<file path="src/rtl/wb_uart_pkg.sv">
// Shared constants for the Wishbone UART: register offsets (ADR[3:2]), STATUS bit
// positions and the TX/RX state encodings.
package wb_uart_pkg;

  localparam logic [1:0] REG_DATA   = 2'd0;
  localparam logic [1:0] REG_STATUS = 2'd1;
  localparam logic [1:0] REG_DIV    = 2'd2;
  localparam logic [1:0] REG_IEN    = 2'd3;

  localparam int ST_RXNE    = 0;
  localparam int ST_TXFULL  = 1;
  localparam int ST_TXEMPTY = 2;
  localparam int ST_RXOVR   = 3;
  localparam int ST_TXOVR   = 4;
  localparam int ST_FERR    = 5;
  localparam int ST_PERR    = 6;

  typedef enum logic [2:0] {
    TX_IDLE, TX_START, TX_DATA, TX_PARITY, TX_STOP
  } tx_state_e;

  typedef enum logic [2:0] {
    RX_IDLE, RX_START, RX_DATA, RX_PARITY, RX_STOP, RX_BREAK
  } rx_state_e;

  // A 256-deep FIFO can hold 256 entries, which does not fit the 8-bit count field.
  function automatic logic [7:0] sat_count8(input logic [8:0] c);
    return (c > 9'd255) ? 8'hFF : c[7:0];
  endfunction

endpackage

</file>
<file path="src/rtl/wb_uart_sync_fifo.sv">
// Single-clock FIFO with an extra pointer bit to tell full from empty.
// Push on full and pop on empty are silently ignored.
module wb_uart_sync_fifo #(
  parameter int WIDTH = 8,
  parameter int DEPTH = 16,
  localparam int AW = $clog2(DEPTH)
) (
  input  logic             i_clk,
  input  logic             i_rst_n,
  input  logic             i_push,
  input  logic [WIDTH-1:0] i_din,
  input  logic             i_pop,
  output logic [WIDTH-1:0] o_dout,
  output logic             o_full,
  output logic             o_empty,
  output logic [AW:0]      o_count
);

  logic [WIDTH-1:0] r_mem [DEPTH];
  logic [AW:0]      r_wr_ptr;
  logic [AW:0]      r_rd_ptr;

  assign o_count = r_wr_ptr - r_rd_ptr;
  assign o_empty = (r_wr_ptr == r_rd_ptr);
  assign o_full  = (r_wr_ptr[AW] != r_rd_ptr[AW]) &&
                   (r_wr_ptr[AW-1:0] == r_rd_ptr[AW-1:0]);
  assign o_dout  = r_mem[r_rd_ptr[AW-1:0]];

  always_ff @(posedge i_clk) begin
    if (i_push && !o_full) r_mem[r_wr_ptr[AW-1:0]] <= i_din;
  end

  always_ff @(posedge i_clk or negedge i_rst_n) begin
    if (!i_rst_n) begin
      r_wr_ptr <= '0;
      r_rd_ptr <= '0;
    end else begin
      if (i_push && !o_full) r_wr_ptr <= r_wr_ptr + 1'b1;
      if (i_pop && !o_empty) r_rd_ptr <= r_rd_ptr + 1'b1;
    end
  end

endmodule

</file>
<file path="src/rtl/wb_uart_fifo.sv">
// Wishbone-slave 8N1 UART with TX/RX FIFOs, runtime baud divisor and maskable interrupt.
// Optional parity generation/checking is compiled in with `define UART_PARITY_EN.
module wb_uart_fifo
  import wb_uart_pkg::*;
#(
  parameter int          ADDRWIDTH          = 10,
  parameter int          FIFO_DEPTH         = 16,
  parameter logic [15:0] DEFAULT_DIVISOR    = 16'd7,
  parameter logic [31:0] DEFAULT_READ_VALUE = 32'hBAD_FAB_AC
) (
  input  logic                 WB_CLK,
  input  logic                 WB_RST_n,
  input  logic [ADDRWIDTH-1:0] WBs_ADR,
  input  logic                 WBs_CYC,
  input  logic                 WBs_STB,
  input  logic                 WBs_WE,
  input  logic [3:0]           WBs_BYTE_STB,
  input  logic [31:0]          WBs_WR_DAT,
  output logic [31:0]          WBs_RD_DAT,
  output logic                 WBs_ACK,
  input  logic                 UART_SIN_i,
  output logic                 UART_SOUT_o,
  output logic                 UART_Intr_o
);

  localparam int CW = $clog2(FIFO_DEPTH) + 1;
`ifdef UART_PARITY_EN
  localparam int IEN_W = 5;
`else
  localparam int IEN_W = 3;
`endif

  logic             r_ack, r_intr;
  logic [31:0]      r_rd_dat, w_rdata, w_status;
  logic [15:0]      r_div, r_tick_cnt, w_div_next;
  logic [IEN_W-1:0] r_ien;
  logic             r_rxovr, r_txovr, r_ferr, r_perr;
  logic             w_req, w_mapped, w_sel_data, w_sel_stat, w_sel_div, w_sel_ien;
  logic             w_tick, w_div_wr, w_stat_rd, w_txempty, w_err;
  logic             w_par_en, w_par_odd, w_unused;

  logic             w_tx_push, w_tx_pop, w_tx_full, w_tx_empty;
  logic [7:0]       w_tx_dout;
  logic [CW-1:0]    w_tx_count;
  logic             w_rx_push, w_rx_pop, w_rx_full, w_rx_empty;
  logic [7:0]       w_rx_dout;
  logic [CW-1:0]    w_rx_count;

  tx_state_e        r_tx_state;
  logic [3:0]       r_tx_cnt;
  logic [2:0]       r_tx_bit;
  logic [7:0]       r_tx_shift;
  logic             r_tx_par, r_sout, w_tx_bit_end;

  rx_state_e        r_rx_state;
  logic [3:0]       r_rx_cnt;
  logic [2:0]       r_rx_bit;
  logic [7:0]       r_rx_shift;
  logic             r_rx_pbad, r_sin_s1, r_sin_s2, r_sin_d, w_sin, w_rx_bit_end;
  logic             w_rx_stop_end, w_ferr_set, w_perr_set;

  assign w_unused = ^{WBs_ADR[1:0], WBs_BYTE_STB[3:2], WBs_WR_DAT[31:16], w_tx_count};

  // Bus decode: one ACK cycle per request, then a mandatory idle cycle.
  assign w_req      = WBs_CYC & WBs_STB & ~r_ack;
  assign w_mapped   = (WBs_ADR[ADDRWIDTH-1:4] == '0);
  assign w_sel_data = w_req & w_mapped & (WBs_ADR[3:2] == REG_DATA);
  assign w_sel_stat = w_req & w_mapped & (WBs_ADR[3:2] == REG_STATUS);
  assign w_sel_div  = w_req & w_mapped & (WBs_ADR[3:2] == REG_DIV);
  assign w_sel_ien  = w_req & w_mapped & (WBs_ADR[3:2] == REG_IEN);

  assign w_tx_push  = w_sel_data & WBs_WE & WBs_BYTE_STB[0];
  assign w_rx_pop   = w_sel_data & ~WBs_WE & ~w_rx_empty;
  assign w_stat_rd  = w_sel_stat & ~WBs_WE;
  assign w_div_wr   = w_sel_div & WBs_WE & (|WBs_BYTE_STB[1:0]);
  assign w_div_next = {WBs_BYTE_STB[1] ? WBs_WR_DAT[15:8] : r_div[15:8],
                       WBs_BYTE_STB[0] ? WBs_WR_DAT[7:0]  : r_div[7:0]};

`ifdef UART_PARITY_EN
  assign w_par_en   = r_ien[3];
  assign w_par_odd  = r_ien[4];
  assign w_perr_set = w_rx_stop_end & w_sin & r_rx_pbad;
`else
  assign w_par_en   = 1'b0;
  assign w_par_odd  = 1'b0;
  assign w_perr_set = 1'b0;
`endif

  assign w_txempty = w_tx_empty & (r_tx_state == TX_IDLE);
  assign w_err     = r_rxovr | r_txovr | r_ferr | r_perr;

  always_comb begin
    w_status                = '0;
    w_status[ST_RXNE]       = ~w_rx_empty;
    w_status[ST_TXFULL]     = w_tx_full;
    w_status[ST_TXEMPTY]    = w_txempty;
    w_status[ST_RXOVR]      = r_rxovr;
    w_status[ST_TXOVR]      = r_txovr;
    w_status[ST_FERR]       = r_ferr;
    w_status[ST_PERR]       = r_perr;
    w_status[15:8]          = sat_count8(9'(w_rx_count));
  end

  always_comb begin
    w_rdata = DEFAULT_READ_VALUE;
    if (w_mapped) begin
      case (WBs_ADR[3:2])
        REG_DATA:   w_rdata = w_rx_empty ? 32'h0 : {24'h0, w_rx_dout};
        REG_STATUS: w_rdata = w_status;
        REG_DIV:    w_rdata = {16'h0, r_div};
        default:    w_rdata = {{(32 - IEN_W){1'b0}}, r_ien};
      endcase
    end
  end

  // A flag raised in the same cycle as a STATUS read survives the clear.
  always_ff @(posedge WB_CLK or negedge WB_RST_n) begin
    if (!WB_RST_n) begin
      r_ack    <= 1'b0;
      r_rd_dat <= '0;
      r_div    <= DEFAULT_DIVISOR;
      r_ien    <= '0;
      r_rxovr  <= 1'b0;
      r_txovr  <= 1'b0;
      r_ferr   <= 1'b0;
      r_perr   <= 1'b0;
      r_intr   <= 1'b0;
    end else begin
      r_ack    <= w_req;
      r_rd_dat <= (w_req && !WBs_WE) ? w_rdata : 32'h0;
      if (w_div_wr) r_div <= w_div_next;
      if (w_sel_ien && WBs_WE && WBs_BYTE_STB[0]) r_ien <= WBs_WR_DAT[IEN_W-1:0];
      r_rxovr  <= (w_rx_push & w_rx_full) | (r_rxovr & ~w_stat_rd);
      r_txovr  <= (w_tx_push & w_tx_full) | (r_txovr & ~w_stat_rd);
      r_ferr   <= w_ferr_set | (r_ferr & ~w_stat_rd);
      r_perr   <= w_perr_set | (r_perr & ~w_stat_rd);
      r_intr   <= |(r_ien[2:0] & {w_err, w_txempty, ~w_rx_empty});
    end
  end

  assign WBs_ACK     = r_ack;
  assign WBs_RD_DAT  = r_rd_dat;
  assign UART_Intr_o = r_intr;
  assign UART_SOUT_o = r_sout;

  assign w_tick = (r_tick_cnt == 16'd0);

  always_ff @(posedge WB_CLK or negedge WB_RST_n) begin
    if (!WB_RST_n)            r_tick_cnt <= DEFAULT_DIVISOR;
    else if (w_div_wr)        r_tick_cnt <= w_div_next;
    else if (w_tick)          r_tick_cnt <= r_div;
    else                      r_tick_cnt <= r_tick_cnt - 16'd1;
  end

  wb_uart_sync_fifo #(.WIDTH(8), .DEPTH(FIFO_DEPTH)) u_tx_fifo (
    .i_clk(WB_CLK), .i_rst_n(WB_RST_n),
    .i_push(w_tx_push), .i_din(WBs_WR_DAT[7:0]), .i_pop(w_tx_pop),
    .o_dout(w_tx_dout), .o_full(w_tx_full), .o_empty(w_tx_empty), .o_count(w_tx_count)
  );

  wb_uart_sync_fifo #(.WIDTH(8), .DEPTH(FIFO_DEPTH)) u_rx_fifo (
    .i_clk(WB_CLK), .i_rst_n(WB_RST_n),
    .i_push(w_rx_push), .i_din(r_rx_shift), .i_pop(w_rx_pop),
    .o_dout(w_rx_dout), .o_full(w_rx_full), .o_empty(w_rx_empty), .o_count(w_rx_count)
  );

  // Popping at the end of STOP chains frames without an idle bit between them.
  assign w_tx_bit_end = w_tick & (r_tx_cnt == 4'd15);
  assign w_tx_pop     = ~w_tx_empty &
                        ((r_tx_state == TX_IDLE) | ((r_tx_state == TX_STOP) & w_tx_bit_end));

  always_ff @(posedge WB_CLK or negedge WB_RST_n) begin
    if (!WB_RST_n) begin
      r_tx_state <= TX_IDLE;
      r_tx_cnt   <= '0;
      r_tx_bit   <= '0;
      r_tx_shift <= '0;
      r_tx_par   <= 1'b0;
      r_sout     <= 1'b1;
    end else begin
      if (w_tick && r_tx_state != TX_IDLE) r_tx_cnt <= r_tx_cnt + 4'd1;
      case (r_tx_state)
        TX_IDLE, TX_STOP: begin
          if (w_tx_pop) begin
            r_tx_shift <= w_tx_dout;
            r_tx_par   <= (^w_tx_dout) ^ w_par_odd;
            r_tx_cnt   <= '0;
            r_tx_bit   <= '0;
            r_sout     <= 1'b0;
            r_tx_state <= TX_START;
          end else if (r_tx_state == TX_STOP && w_tx_bit_end) begin
            r_tx_state <= TX_IDLE;
          end
        end
        TX_START: if (w_tx_bit_end) begin
          r_sout     <= r_tx_shift[0];
          r_tx_state <= TX_DATA;
        end
        TX_DATA: if (w_tx_bit_end) begin
          if (r_tx_bit == 3'd7) begin
            r_sout     <= w_par_en ? r_tx_par : 1'b1;
            r_tx_state <= w_par_en ? TX_PARITY : TX_STOP;
          end else begin
            r_tx_bit   <= r_tx_bit + 3'd1;
            r_tx_shift <= r_tx_shift >> 1;
            r_sout     <= r_tx_shift[1];
          end
        end
        TX_PARITY: if (w_tx_bit_end) begin
          r_sout     <= 1'b1;
          r_tx_state <= TX_STOP;
        end
        default: r_tx_state <= TX_IDLE;
      endcase
    end
  end

  assign w_sin         = r_sin_s2;
  assign w_rx_bit_end  = w_tick & (r_rx_cnt == 4'd15);
  assign w_rx_stop_end = (r_rx_state == RX_STOP) & w_rx_bit_end;
  assign w_ferr_set    = w_rx_stop_end & ~w_sin;
  assign w_rx_push     = w_rx_stop_end & w_sin & ~r_rx_pbad;

  // START is checked at tick 8; every later bit is sampled 16 ticks on, i.e. mid-bit.
  always_ff @(posedge WB_CLK or negedge WB_RST_n) begin
    if (!WB_RST_n) begin
      r_sin_s1   <= 1'b1;
      r_sin_s2   <= 1'b1;
      r_sin_d    <= 1'b1;
      r_rx_state <= RX_IDLE;
      r_rx_cnt   <= '0;
      r_rx_bit   <= '0;
      r_rx_shift <= '0;
      r_rx_pbad  <= 1'b0;
    end else begin
      r_sin_s1 <= UART_SIN_i;
      r_sin_s2 <= r_sin_s1;
      r_sin_d  <= r_sin_s2;
      if (w_tick) r_rx_cnt <= r_rx_cnt + 4'd1;
      case (r_rx_state)
        RX_IDLE: if (r_sin_d && !w_sin) begin
          r_rx_cnt   <= '0;
          r_rx_state <= RX_START;
        end
        RX_START: if (w_tick && r_rx_cnt == 4'd7) begin
          r_rx_cnt   <= '0;
          r_rx_bit   <= '0;
          r_rx_state <= w_sin ? RX_IDLE : RX_DATA;
        end
        RX_DATA: if (w_rx_bit_end) begin
          r_rx_shift <= {w_sin, r_rx_shift[7:1]};
          r_rx_bit   <= r_rx_bit + 3'd1;
          if (r_rx_bit == 3'd7) begin
            r_rx_pbad  <= 1'b0;
            r_rx_state <= w_par_en ? RX_PARITY : RX_STOP;
          end
        end
        RX_PARITY: if (w_rx_bit_end) begin
          r_rx_pbad  <= w_sin ^ (^r_rx_shift) ^ w_par_odd;
          r_rx_state <= RX_STOP;
        end
        RX_STOP: if (w_rx_bit_end) r_rx_state <= w_sin ? RX_IDLE : RX_BREAK;
        RX_BREAK: if (w_sin) r_rx_state <= RX_IDLE;
        default: r_rx_state <= RX_IDLE;
      endcase
    end
  end

endmodule

</file>
<file path="config.mk">
export PLATFORM = sky130hd
export DESIGN_NAME = wb_uart_fifo
export DESIGN_NICKNAME = d
export VERILOG_FILES = /design/src/rtl/wb_uart_pkg.sv /design/src/rtl/wb_uart_sync_fifo.sv /design/src/rtl/wb_uart_fifo.sv
export SDC_FILE = /design/constraint.sdc
export NUM_CORES = 1
export LEC_CHECK = 0
export CORE_MARGIN = 2
export CORE_UTILIZATION = 55
export DETAILED_ROUTE_END_ITERATION = 10
export MAX_ROUTING_LAYER = met4
export PLACE_DENSITY = 0.72
export SYNTH_ARGS = -nofsm -noshare
export SYNTH_HDL_FRONTEND = slang
export SYNTH_HIERARCHICAL = 1
export SYNTH_SLANG_ARGS = --single-unit
</file>
<file path="constraint.sdc">
create_clock -name WB_CLK -period 3.6 [get_ports WB_CLK]
set_input_delay 0.72 -clock WB_CLK [delete_from_list [all_inputs] [get_ports WB_CLK]]
set_output_delay 0.72 -clock WB_CLK [all_outputs]
set_load 0.1 [all_outputs]
</file>
**Word-level counts from Yosys, hierarchy flattened**

Memory sizes are Yosys's and may differ from the RTL's.
Cells that the tools add are included.

- Bits in registers: 134
- Input port bits: 52
- Bits in writable memories: 256
- Logic and storage cells: 218
- Memories: 2

- Equal/unequal tests: 37
- Add/subtract/negate cells: 10
- Bitwise logic cells: 45
- Muxes and demuxes: 57
- Reduce and logical (&&, ||, !) cells: 40

Memory list:

| name | words | width | rd ports | clocked after memory_dff | wr ports | RTL line | RTL |
|---|---|---|---|---|---|---|---|
| u_rx_fifo.r_mem | 16 | 8 | 1 | 0 | 1 | wb_uart_sync_fifo.sv:19 | `logic [WIDTH-1:0] r_mem [DEPTH];` |
| u_tx_fifo.r_mem | 16 | 8 | 1 | 0 | 1 | wb_uart_sync_fifo.sv:19 |  |

Operators with widths:

| operator | count |
|---|---|
| $mux W32 | 2 |
| $mux W3 | 19 |
| $mux W8 | 6 |
| $pmux W16 S3 | 1 |
| $mux W16 | 2 |
| $and A1 B1 Y1 | 29 |
| $mux W4 | 6 |
| $ne A2 B2 Y1 const B | 12 |
| $add A5 B1 Y5 const B | 4 |
| $pmux W3 S6 | 1 |
| $logic_not A16 Y1 | 1 |
| $pmux W8 S2 | 1 |
| $sub A16 B1 Y16 const B | 1 |
| $eq A3 B3 Y1 const B | 5 |
| $logic_and A1 B1 Y1 | 13 |
| $eq A3 B2 Y1 const B | 4 |
| $mux W1 | 12 |
| $pmux W3 S2 | 2 |
| $pmux W3 S4 | 1 |
| $eq A5 B5 Y1 | 2 |
| $reduce_and A5 Y1 | 2 |
| $add A4 B1 Y4 const B | 2 |
| $eq A4 B4 Y1 | 2 |
| $eq A4 B4 Y1 const B | 2 |
| 31 further kinds | 57 |

**Longest topological paths before layout**

Gate-level depths: netlist of the first run.

- Depth in word-level cells: 9
- Mapped depth: 12

**By module**

The synthesis of the first run kept the hierarchy.

Modules (own cells, without submodules):

| module | cells each | seq. area each (um2) | area each (um2) | instances |
|---|---|---|---|---|
| wb_uart_sync_fifo (u_rx_fifo) | 317 | 4093.9 | 5771.8 | 1 |
| wb_uart_sync_fifo (u_tx_fifo) | 317 | 4093.9 | 5714.2 | 1 |
| wb_uart_fifo | 466 | 2489.9 | 5026.1 | 1 |

**Worst setup path after synthesis of the first run**

OpenSTA, ideal clock, no wires.

- Kind: reg-to-reg
- Start point: register r_tick_cnt[0]
- End point: memory u_rx_fifo.r_mem[0][0], enable pin
- Buffers on the path: 1
- Data required time: 3.205 ns
- Arrival: 2.901 ns
- Clock period less this slack: 3.296 ns
- Cell stages (with the launch flop): 10
- Setup slack: 0.304 ns
- Cells stage by stage: dfstp_2 inv_1 ha_1 nor3b_2 and4_1 buf_2 nand2_1 nor4_1 o21ai_2 nor4_1

- Cells in the longest elaborated chain, start to end: 8

RTL lines:

| item | RTL line | RTL |
|---|---|---|
| from (decl) | wb_uart_fifo.sv:35 | `logic [15:0] r_div, r_tick_cnt, w_div_next;` |
| from (signal assigned) | wb_uart_fifo.sv:150 | `else if (w_div_wr) r_tick_cnt <= w_div_next;` |
| from (signal assigned) | wb_uart_fifo.sv:151 | `else if (w_tick) r_tick_cnt <= r_div;` |
| from (signal assigned) | wb_uart_fifo.sv:152 | `else r_tick_cnt <= r_tick_cnt - 16'd1;` |
| $logic_not A16 Y1 | wb_uart_fifo.sv:146 | `assign w_tick = (r_tick_cnt == 16'd0);` |
| $and A1 B1 Y1 | wb_uart_fifo.sv:219 | `assign w_rx_bit_end = w_tick & (r_rx_cnt == 4'd15);` |
| $and A1 B1 Y1 | wb_uart_fifo.sv:220 | `assign w_rx_stop_end = (r_rx_state == RX_STOP) & w_rx_bit_end;` |
| $and A1 B1 Y1 (2 in a row) | wb_uart_fifo.sv:222 | `assign w_rx_push = w_rx_stop_end & w_sin & ~r_rx_pbad;` |
| named net w_rx_push | wb_uart_fifo.sv:45 | `logic w_rx_push, w_rx_pop, w_rx_full, w_rx_empty;` |
| $logic_and A1 B1 Y1 | wb_uart_sync_fifo.sv:30 | `if (i_push && !o_full) r_mem[r_wr_ptr[AW-1:0]] <= i_din;` |
| $mux W1 | wb_uart_sync_fifo.sv:30 |  |
| $mux W1 (implied by the code) | wb_uart_sync_fifo.sv:30 |  |
| to (decl) | wb_uart_sync_fifo.sv:19 |  |

The timed path passes the listed nets, and every way through them passes these cells.

**Final worst setup path of the first run**

- Start point: register r_tick_cnt[11]
- End point: memory u_rx_fifo.r_mem[6][3], enable pin

Same word-level chain as after synthesis.

==> results of run 1 <==
-- path summary, 6_finish.rpt --
check	from	end	slack (ns)	depth (start not counted)
max in group asynchronous	WB_RST_n	r_sin_s1	2.50	2
worst max-delay path	r_tick_cnt[11]	u_rx_fifo/r_mem[6][3]	0.56	8
worst min register to register	r_sin_s1	r_sin_s2	0.36	0
worst max register to register	r_tick_cnt[11]	u_rx_fifo/r_mem[6][3]	0.56	8
min in group WB_CLK	r_sin_s1	r_sin_s2	0.36	0
worst min-delay path	WB_RST_n	r_tx_state[1]	0.23	1
-- final cells by class --
type                    count  area share
flip-flops and latches    375       0.566
multi-input cells         616       0.275
clock buffers              54      0.0563
inverters                  33     0.00657
well taps                 390      0.0259
repair buffers            128      0.0613
clock inverters            15     0.00882
-- flip-flops by register name (all words and copies together), names as in the netlist, 4 cells and up --
| name | count |
|---|---|
| u_rx_fifo/r_mem | 128 |
| u_tx_fifo/r_mem | 128 |
| WBs_RD_DAT | 17 |
| r_div | 16 |
| r_tick_cnt | 16 |
| r_rx_shift | 8 |
| r_tx_shift | 8 |
| u_rx_fifo/r_rd_ptr | 5 |
| u_rx_fifo/r_wr_ptr | 5 |
| u_tx_fifo/r_rd_ptr | 5 |
| u_tx_fifo/r_wr_ptr | 5 |
| r_rx_cnt | 4 |
| r_tx_cnt | 4 |
-- where the power goes --
part / switching (mW) / total [mW] / leakage [nW] / internal (mW)
logic: 0.388 / 0.703 / 2.73 / 0.315
registers: 0.131 / 4.85 / 3.57 / 4.72
clock network: 1.56 / 3.84 / 0.598 / 2.28
-- through the flow --
step	hold slack, ns	power (mW)	cells	setup slack (ns)
2_1_floorplan	0.345	5.41	1093	0.304
6_report	0.226	9.39	1611	0.556
5_1_grt	0.274	9.73	1611	0.421
3_5_place_dp	0.348	5.63	1542	0.231
3_3_place_gp	0.347	5.61	1542	0.213
4_1_cts	0.248	9.47	1611	0.592
-- worst max-delay path: stages, from the launching register on --
cell and delay (ns):
dfrtp_1 0.43, nor4_1 0.50, and4_1 0.39, nand2_1 0.10
nor4_1 0.28, buf_4 0.17, o21ai_2 0.10, nor3b_2 0.24
and2_1 0.47
-- placed cells by master, fill, tap and decap left out, types with 4 or more instances in the layout --
master           count
mux4_2              32
o221a_2             12
nor2b_1              8
buf_4               74
clkbuf_1            11
edfxtp_1           256
clkbuf_16           38
clkinv_1             6
nand2b_1             8
xor2_1              14
buf_12               6
mux2i_1             67
a221oi_1            22
nor3_1              15
xnor2_1             28
o21ai_0             26
clkdlybuf4s50_1     48
mux2_2              42
clkbuf_8             5
o21a_1               5
nor4_1              16
inv_1               31
a221oi_2            11
dfstp_2             10
nand4_1             15
nand3_1             18
clkinv_2             4
a21oi_1             26
and4_1               4
dfrtp_1            107
conb_1               4
and3_1               8
nor2_1              44
and2_1              13
nand2_1             62
a22oi_1             27
ha_1                25
-- metal layers --
metal,track usage,part of all wire,vias up
met5,-,0,-
met4,0.0789,0.031,0
met3,0.0337,0.049,69
met2,0.372,0.49,278
met1,0.301,0.43,4849
li1,-,-,4387
==> results.sh, run 1 <==
export IMPL_outcome="completed"
export IMPL_yosys_warnings=6
export IMPL_area_growth_pct=14.8
export IMPL_cts_repair_resized=0
export IMPL_grt_ovfl_total=0
export IMPL_cp_arrival_ns=3.21
export IMPL_tritoncts_num_buffers=38
export IMPL_post_cts_buffers=0
export IMPL_fill_cells=2158
export IMPL_setup_tns_ns=0
export IMPL_worst_pin_slew_ns=1.19
export IMPL_slew_viol_final=0
export IMPL_maxCapViolCount=0
export IMPL_crit_type="flop to flop"
export IMPL_vdd_drop_max_v=0.000383
export IMPL_die_y_um=177
export IMPL_clkSinkCount=375
export IMPL_utilization=0.638
export IMPL_worst_setup_path_end_kind="flop"
export IMPL_clk_path_buf_depth=3
export IMPL_drc=0
export IMPL_ff_latch_area_mm2=0.0107
export IMPL_setup_violations=0
export IMPL_crit_required_ns=3.77
export IMPL_p_leak_nw=6.90
export IMPL_start_util=0.556
export IMPL_htreeDepth=2
export IMPL_syn_avg_cell_area_um2=15.1
export IMPL_grt_util_all_layers=0.230
export IMPL_cts_hold_fix_buffers=0
export IMPL_fin_crit_sh=0.846
export IMPL_fin_crit_ns=3.04
export IMPL_multi_input_area_mm2=0.00518
export IMPL_num_vias=9583
export IMPL_max_slew_margin=0.196
export IMPL_worstSetupStartpointType="flop"
export IMPL_hold_viol_final=0
export IMPL_nets=1270
export IMPL_dieArea_mm2=0.0313
export IMPL_syn_area_mm2=0.0164
export IMPL_worstSkewPairLatency_ns=0.53
export IMPL_fin_area_mm2=0.0189
export IMPL_grt_setup_unrepaired="false"
export IMPL_grt_start_max_net_pins=71
export IMPL_antenna_found_initial=0
export IMPL_drive_gt1_frac=0.212
export IMPL_portBuffers=62
export IMPL_rows=63
export IMPL_dp_hpwl_um=23000
export IMPL_max_freq_mhz=329
export IMPL_fp_dieW_um=177
export IMPL_ant_nets=0
export IMPL_cts_tree="built"
export IMPL_grt_pass1_vias=9537
export IMPL_num_antenna_cells=0
export IMPL_placed_area_mm2=0.0176
export IMPL_wl_per_cell_um=21.4
export IMPL_gp_congestion=0.838
export IMPL_hold_path_class="input port to asynchronous set/reset pin"
export IMPL_cts_clk_slew_worst_paths_ns=0.06
export IMPL_fin_skew_ns=0.0181
export IMPL_ios=87
export IMPL_root_buffer="clkbuf_16"
export IMPL_coreArea_mm2=0.0296
export IMPL_synth_cells=1090
export IMPL_drt_pre_antenna_iters=5
export IMPL_pwr_density_cell_mw_per_mm2=498
export IMPL_totalWireLength_um=34400
export IMPL_first_iter_violations=785
export IMPL_crit_fanout=8
export IMPL_grt_first_pass_wirelength_um=53100
export IMPL_viasPerCell=5.95
Note: power is estimated with default switching activity, not from simulation.
==> run 2: changes to the inputs <==
Clock period 3.6 ns to 2.9 ns, I/O delays scaled along.
==> run 2 against run 1 <==
  * Clock-buffer cell count is 6 lower
  * First-iteration DRC count decreased by 6.4%
  * Sequential power up 24%
  * Flip-flop and latch count unchanged
  * Critical endpoint is now u_tx_fifo/r_mem[6][3]
  * Largest cell class unchanged
  * Register-to-register slack got worse by 0.41 ns
  * Setup slack lost 0.43 ns
  * Critical path depth is 4 higher
  * Die area is the same
  * Total power up 26%
  * Routed wire length grew 5.3%
  * Cell count up 1.8%
==> results.sh, run 2 (synthesized netlist as in run 1, its figures left out) <==
export IMPL_worstSetupStartpointType="input port"
export IMPL_power_share_switching=0.225
export IMPL_grt_start_max_net_pins=52
export IMPL_fp_dieW_um=177
export IMPL_cp_common_cell="buf_4"
export IMPL_cp_arrival_ns=3.01
export IMPL_antenna_found_initial=0
export IMPL_whs_ns=0.0622
export IMPL_switchingPower_mw=2.66
export IMPL_htreeDepth=2
export IMPL_vdd_drop_max_v=0.000547
export IMPL_tritoncts_num_buffers=38
export IMPL_nets=1299
export IMPL_p_leak_nw=7.13
export IMPL_p_comb_frac=0.081
export IMPL_max_freq_mhz=361
export IMPL_outcome="completed"
export IMPL_dieArea_mm2=0.0313
export IMPL_portBuffers=62
export IMPL_max_slew_margin=0.446
export IMPL_p_clk_frac=0.410
export IMPL_crit_chain="clkdlybuf4s50_1 -> nor4_2 -> buf_4 -> and4_1 -> nand2_1 -> nor3_1 -> buf_4 -> o21ai_2 -> nor3b_2 -> buf_4 -> and2_1 -> buf_12"
export IMPL_worst_setup_path_end_kind="flop"
export IMPL_grt_first_pass_wirelength_um=55700
export IMPL_worstSkewPairLatency_ns=0.53
export IMPL_num_vias=9734
export IMPL_multi_input_area_mm2=0.00530
export IMPL_drt_pre_antenna_iters=6
export IMPL_final_cell_mix="edfxtp_1 (256), buf_4 (109), dfrtp_1 (106)"
export IMPL_totalWireLength_um=36300
export IMPL_mostFrequentLayoutCell="edfxtp_1"
export IMPL_fin_crit_ns=2.77
export IMPL_drive_gt1_frac=0.259
export IMPL_ant_nets=0
export IMPL_hold_viol_final=0
export IMPL_worst_pin_slew_ns=0.829
export IMPL_first_iter_violations=735
export IMPL_clkSinkCount=375
export IMPL_ios=87
export IMPL_cts_clk_slew_worst_paths_ns=0.06
export IMPL_grt_util_all_layers=0.242
export IMPL_wl_per_cell_um=22.1
export IMPL_crit_buf_inv=5
export IMPL_die_y_um=177
export IMPL_dp_cells=1571
export IMPL_fin_skew_ns=0.0115
export IMPL_crit_fanout=8
export IMPL_slowest_stage="clkdlybuf4s50_1"
export IMPL_fin_crit_sh=0.955
export IMPL_slowest_delay_ns=0.45
export IMPL_dp_hpwl_um=23900
export IMPL_ff_latch_area_mm2=0.0107
export IMPL_rows=63
export IMPL_crit_type="input port to flop"
export IMPL_crit_required_ns=3.14
export IMPL_grt_ovfl_total=0
export IMPL_drc=0
export IMPL_coreArea_mm2=0.0296
export IMPL_internal_power_mw=9.18
export IMPL_cts_tree="built"
export IMPL_gp_congestion=0.845
export IMPL_seqPwrFrac=0.509
export IMPL_hold_path_class="input port to asynchronous set/reset pin"
export IMPL_viasPerCell=5.94
export IMPL_fin_cells=1640
export IMPL_clk_path_buf_depth=3
export IMPL_fill_cells=2080
export IMPL_root_buffer="clkbuf_16"
export IMPL_pwr_density_cell_mw_per_mm2=613
export IMPL_maxCapViolCount=0
export IMPL_grt_pass1_vias=9693
export IMPL_setup_violations=0
export IMPL_slew_viol_final=0
export IMPL_crit_family="simple AND/OR/NAND/NOR gates"
export IMPL_start_util=0.556
export IMPL_area_growth_pct=17.6
run 2: cell count changes in the layout (fill, tap and decap cells not counted), sizes merged:
cell / previous run / this run
clkdlybuf4s50: 48 / 30
diode: 0 / 1
clkbuf: 54 / 48
bufinv: 3 / 4
inv: 33 / 31
buf: 80 / 127
clkinvlp: 1 / 0
clkinv: 11 / 18
run 2: path summary, 6_finish.rpt:
kind | startpoint | endpoint | slack, ns | depth (start not counted)
max in group asynchronous | WB_RST_n | UART_SOUT_o | 2.04 | 2
max reg2reg | r_tick_cnt[4] | u_rx_fifo/r_mem[8][6] | 0.15 | 9
min reg2reg | r_sin_s1 | r_sin_s2 | 0.35 | 0
min | WB_RST_n | r_tx_bit[0] | 0.06 | 1
max | WBs_ADR[5] | u_tx_fifo/r_mem[6][3] | 0.13 | 12
min in group WB_CLK | r_sin_s1 | r_sin_s2 | 0.35 | 0
run 2: layer usage:
| layer | GRT usage | wire, um | up-vias |
|---|---|---|---|
| met4 | 0.0820 | 1150 | 0 |
| met1 | 0.311 | 15000 | 4940 |
| met3 | 0.0395 | 1780 | 79 |
| met5 | - | 0 | - |
| met2 | 0.396 | 18400 | 272 |
| li1 | - | - | 4443 |
run 2: layout make-up:
class,instances,area share
Timing Repair Buffer,157,0.0765
Inverter,33,0.00641
Antenna cell,1,0.000130
Tap cell,390,0.0253
Clock buffer,48,0.0533
Multi-Input combinational cell,616,0.274
Clock inverter,20,0.0113
Sequential cell,375,0.553
run 2: power by group through the flow:
stage	clock network, mW	registers (mW)	logic [mW]
after global routing	5.17	6.05	1.04
after CTS	4.94	6.02	0.948
after floorplan	0	6.13	0.599
final	4.86	6.03	0.955
after global placement	0	6.12	0.909
after detailed placement	0	6.12	0.925
run 2: through the flow:
step            util  instance area (um^2)  power (mW)  setup WS [ns]  TNS, ns
2_1_floorplan      -                 16500        6.73        -0.0803    -4.23
3_3_place_gp   0.610                 18000        7.02         -0.445   -39.87
3_5_place_dp   0.610                 18000        7.05         -0.466   -40.09
4_1_cts        0.652                 19300        11.9         0.0350        0
5_1_grt        0.654                 19300        12.3        -0.0167   -0.180
6_report       0.654                 19300        11.8          0.129        0
run 2: repair_timing:
action	in CTS	in global routing
hold buffers	0	0
setup buffers	0	0
resized for setup	1	8
setup endpoints to repair	1	174
==> run 3: changes to the inputs <==
Settings changed: CORE_ASPECT_RATIO from default to 2, GPL_ROUTABILITY_DRIVEN from default to 1, SLEW_MARGIN from default to 5.
==> run 3 against run 2 <==
  * Clock power down 0.8%
  * Critical path type is now flop to flop
  * Critical path depth down 2
  * Register-to-register slack worse by 0.04 ns
  * Sequential share of layout area down 0.16 points
  * Routed wire length up 11%
  * Maximum frequency down 0.85%
  * Die area up 0.27%
  * Largest power group unchanged
  * Highest routed layer unchanged
  * Non-clock buffer count up 15
==> results.sh, run 3 (synthesized netlist as in run 1, its figures left out) <==
export IMPL_outcome="completed"
export IMPL_mostFrequentLayoutCell="edfxtp_1"
export IMPL_tritoncts_num_buffers=34
export IMPL_crit_chain="nor4_2 -> buf_4 -> and4_2 -> nand2_1 -> nor4_1 -> buf_4 -> o21ai_2 -> nor2_2 -> and3_1 -> buf_12"
export IMPL_ant_nets=0
export IMPL_grt_first_pass_wirelength_um=60200
export IMPL_coreArea_mm2=0.0295
export IMPL_crit_type="flop to flop"
export IMPL_grt_pass1_vias=10400
export IMPL_gp_congestion=0.921
export IMPL_start_util=0.557
export IMPL_grt_util_all_layers=0.265
export IMPL_r2r_setup_slack_ns=0.11
export IMPL_ff2ff_path_depth=10
export IMPL_fill_cells=2029
export IMPL_nets=1310
export IMPL_totalWireLength_um=40100
export IMPL_setup_violations=0
export IMPL_fin_crit_ns=2.79
export IMPL_portBuffers=62
export IMPL_area_growth_pct=17.9
export IMPL_setup_tns_ns=0
export IMPL_num_vias=9791
export IMPL_drive_gt1_frac=0.268
export IMPL_use_met1=0.240
export IMPL_die_y_um=248
export IMPL_dp_cells=1560
export IMPL_grt_setup_unrepaired="false"
export IMPL_crit_buf_inv=3
export IMPL_dp_slack_ns=-0.409
export IMPL_cp_common_cell="buf_4"
export IMPL_slowest_stage="dfrtp_1"
export IMPL_hold_path_class="input port to asynchronous set/reset pin"
export IMPL_drc=0
export IMPL_multi_input_area_mm2=0.00529
export IMPL_num_antenna_cells=0
export IMPL_vdd_drop_max_v=0.000614
export IMPL_max_slew_margin=0.474
export IMPL_cts_tree="built"
export IMPL_path_depth=10
export IMPL_max_freq_mhz=358
export IMPL_slowest_delay_ns=0.43
export IMPL_ff_latch_area_mm2=0.0107
export IMPL_dp_hpwl_um=29500
export IMPL_met3_usage=0.0318
export IMPL_crit_start="r_tick_cnt[11]"
export IMPL_grt_ovfl_total=0
export IMPL_pwr_density_cell_mw_per_mm2=609
export IMPL_clk_path_buf_depth=3
export IMPL_grt_start_max_net_pins=52
export IMPL_cts_clk_slew_worst_paths_ns=0.07
export IMPL_htreeDepth=2
export IMPL_antenna_found_initial=0
export IMPL_post_cts_buffers=0
export IMPL_reg2reg_from="r_tick_cnt[11]"
export IMPL_fin_crit_sh=0.964
export IMPL_final_cell_mix="edfxtp_1 (256), buf_4 (122), dfrtp_1 (106)"
export IMPL_fin_skew_ns=0.0234
export IMPL_crit_end="u_rx_fifo/r_mem[9][0]"
export IMPL_dieArea_mm2=0.0314
export IMPL_grt_busiest_layer="met2"
export IMPL_root_buffer="clkbuf_16"
export IMPL_worstSkewPairLatency_ns=0.53
export IMPL_wl_per_cell_um=24.7
export IMPL_hold_viol_final=0
export IMPL_fp_dieW_um=126
export IMPL_finalWorstSetupSlack_ns=0.106
export IMPL_worst_pin_slew_ns=0.787
export IMPL_crit_required_ns=3.13
export IMPL_drt_pre_antenna_iters=5
export IMPL_ios=87
export IMPL_cp_arrival_ns=3.03
export IMPL_fin_cells=1622
export IMPL_rows=89
export IMPL_worstSetupStartpointType="flop"
export IMPL_clkSinkCount=375
export IMPL_crit_family="simple AND/OR/NAND/NOR gates"
export IMPL_crit_fanout=8
export IMPL_viasPerCell=6.04
export IMPL_p_leak_nw=7.17
export IMPL_first_iter_violations=544
export IMPL_use_met2=0.498
export IMPL_maxCapViolCount=0
export IMPL_worst_setup_path_end_kind="flop"
export IMPL_r2r_end="u_rx_fifo/r_mem[9][0]"
export IMPL_utilization=0.657
export IMPL_slew_viol_final=0
==> run 3: cell count changes in the layout (fill, tap and decap cells not counted), moves of 2 or more <==
| cell | before | now |
|---|---|---|
| clkinv_1 | 9 | 5 |
| buf_12 | 18 | 20 |
| clkinv_8 | 2 | 0 |
| clkinvlp_4 | 0 | 5 |
| clkbuf_8 | 2 | 0 |
| clkbuf_16 | 39 | 37 |
| buf_4 | 109 | 122 |
| clkinv_2 | 6 | 4 |
| clkbuf_1 | 7 | 5 |
| bufinv_16 | 4 | 6 |
==> run 3: timing repair <==
item                       4_1_cts  5_1_grt
setup endpoints to repair       35      199
resized for setup                2        5
pin swaps                        0        1
hold buffers                     0        0
==> run 3: report_power, final <==
group / total, mW / switching (mW) / leakage [nW] / internal (mW)
registers: 6.03 / 0.174 / 3.57 / 5.85
logic: 0.960 / 0.513 / 3.03 / 0.447
clock network: 4.82 / 1.95 / 0.576 / 2.87
==> run 3: metrics by stage <==
step | hold WS, ns | power, mW | area, um^2
final | 0.0334 | 11.8 | 19400
after global routing | 0.0667 | 12.2 | 19400
after CTS | 0.0371 | 11.9 | 19400
after detailed placement | 0.348 | 7.08 | 18100
after global placement | 0.346 | 7.05 | 18100
after floorplan | 0.284 | 6.73 | 16500
==> run 3: worst min path at each step <==
stage / from / to / slack [ns] / cells after the start
final: WB_RST_n / r_tick_cnt[13] / 0.03 / 1
after global routing: WB_RST_n / u_rx_fifo/r_wr_ptr[0] / 0.07 / 1
after CTS: WB_RST_n / r_div[13] / 0.04 / 1
after detailed placement: r_sin_s1 / r_sin_s2 / 0.35 / 0
after global placement: r_sin_s1 / r_sin_s2 / 0.35 / 0
after floorplan: WB_RST_n / UART_Intr_o / 0.28 / 0
==> run 3: final cells by class <==
class	instances	share of cell area
Sequential cell	375	0.551
Multi-Input combinational cell	616	0.273
Timing Repair Buffer	172	0.0834
Clock buffer	42	0.0488
Tap cell	364	0.0235
Clock inverter	20	0.0138
Inverter	33	0.00639
==> run 3: metal layers <==
layer	part of all wire	wire, um
met1	0.32	12700
met5	0	0
met2	0.58	23100
met3	0.029	1170
met4	0.079	3170
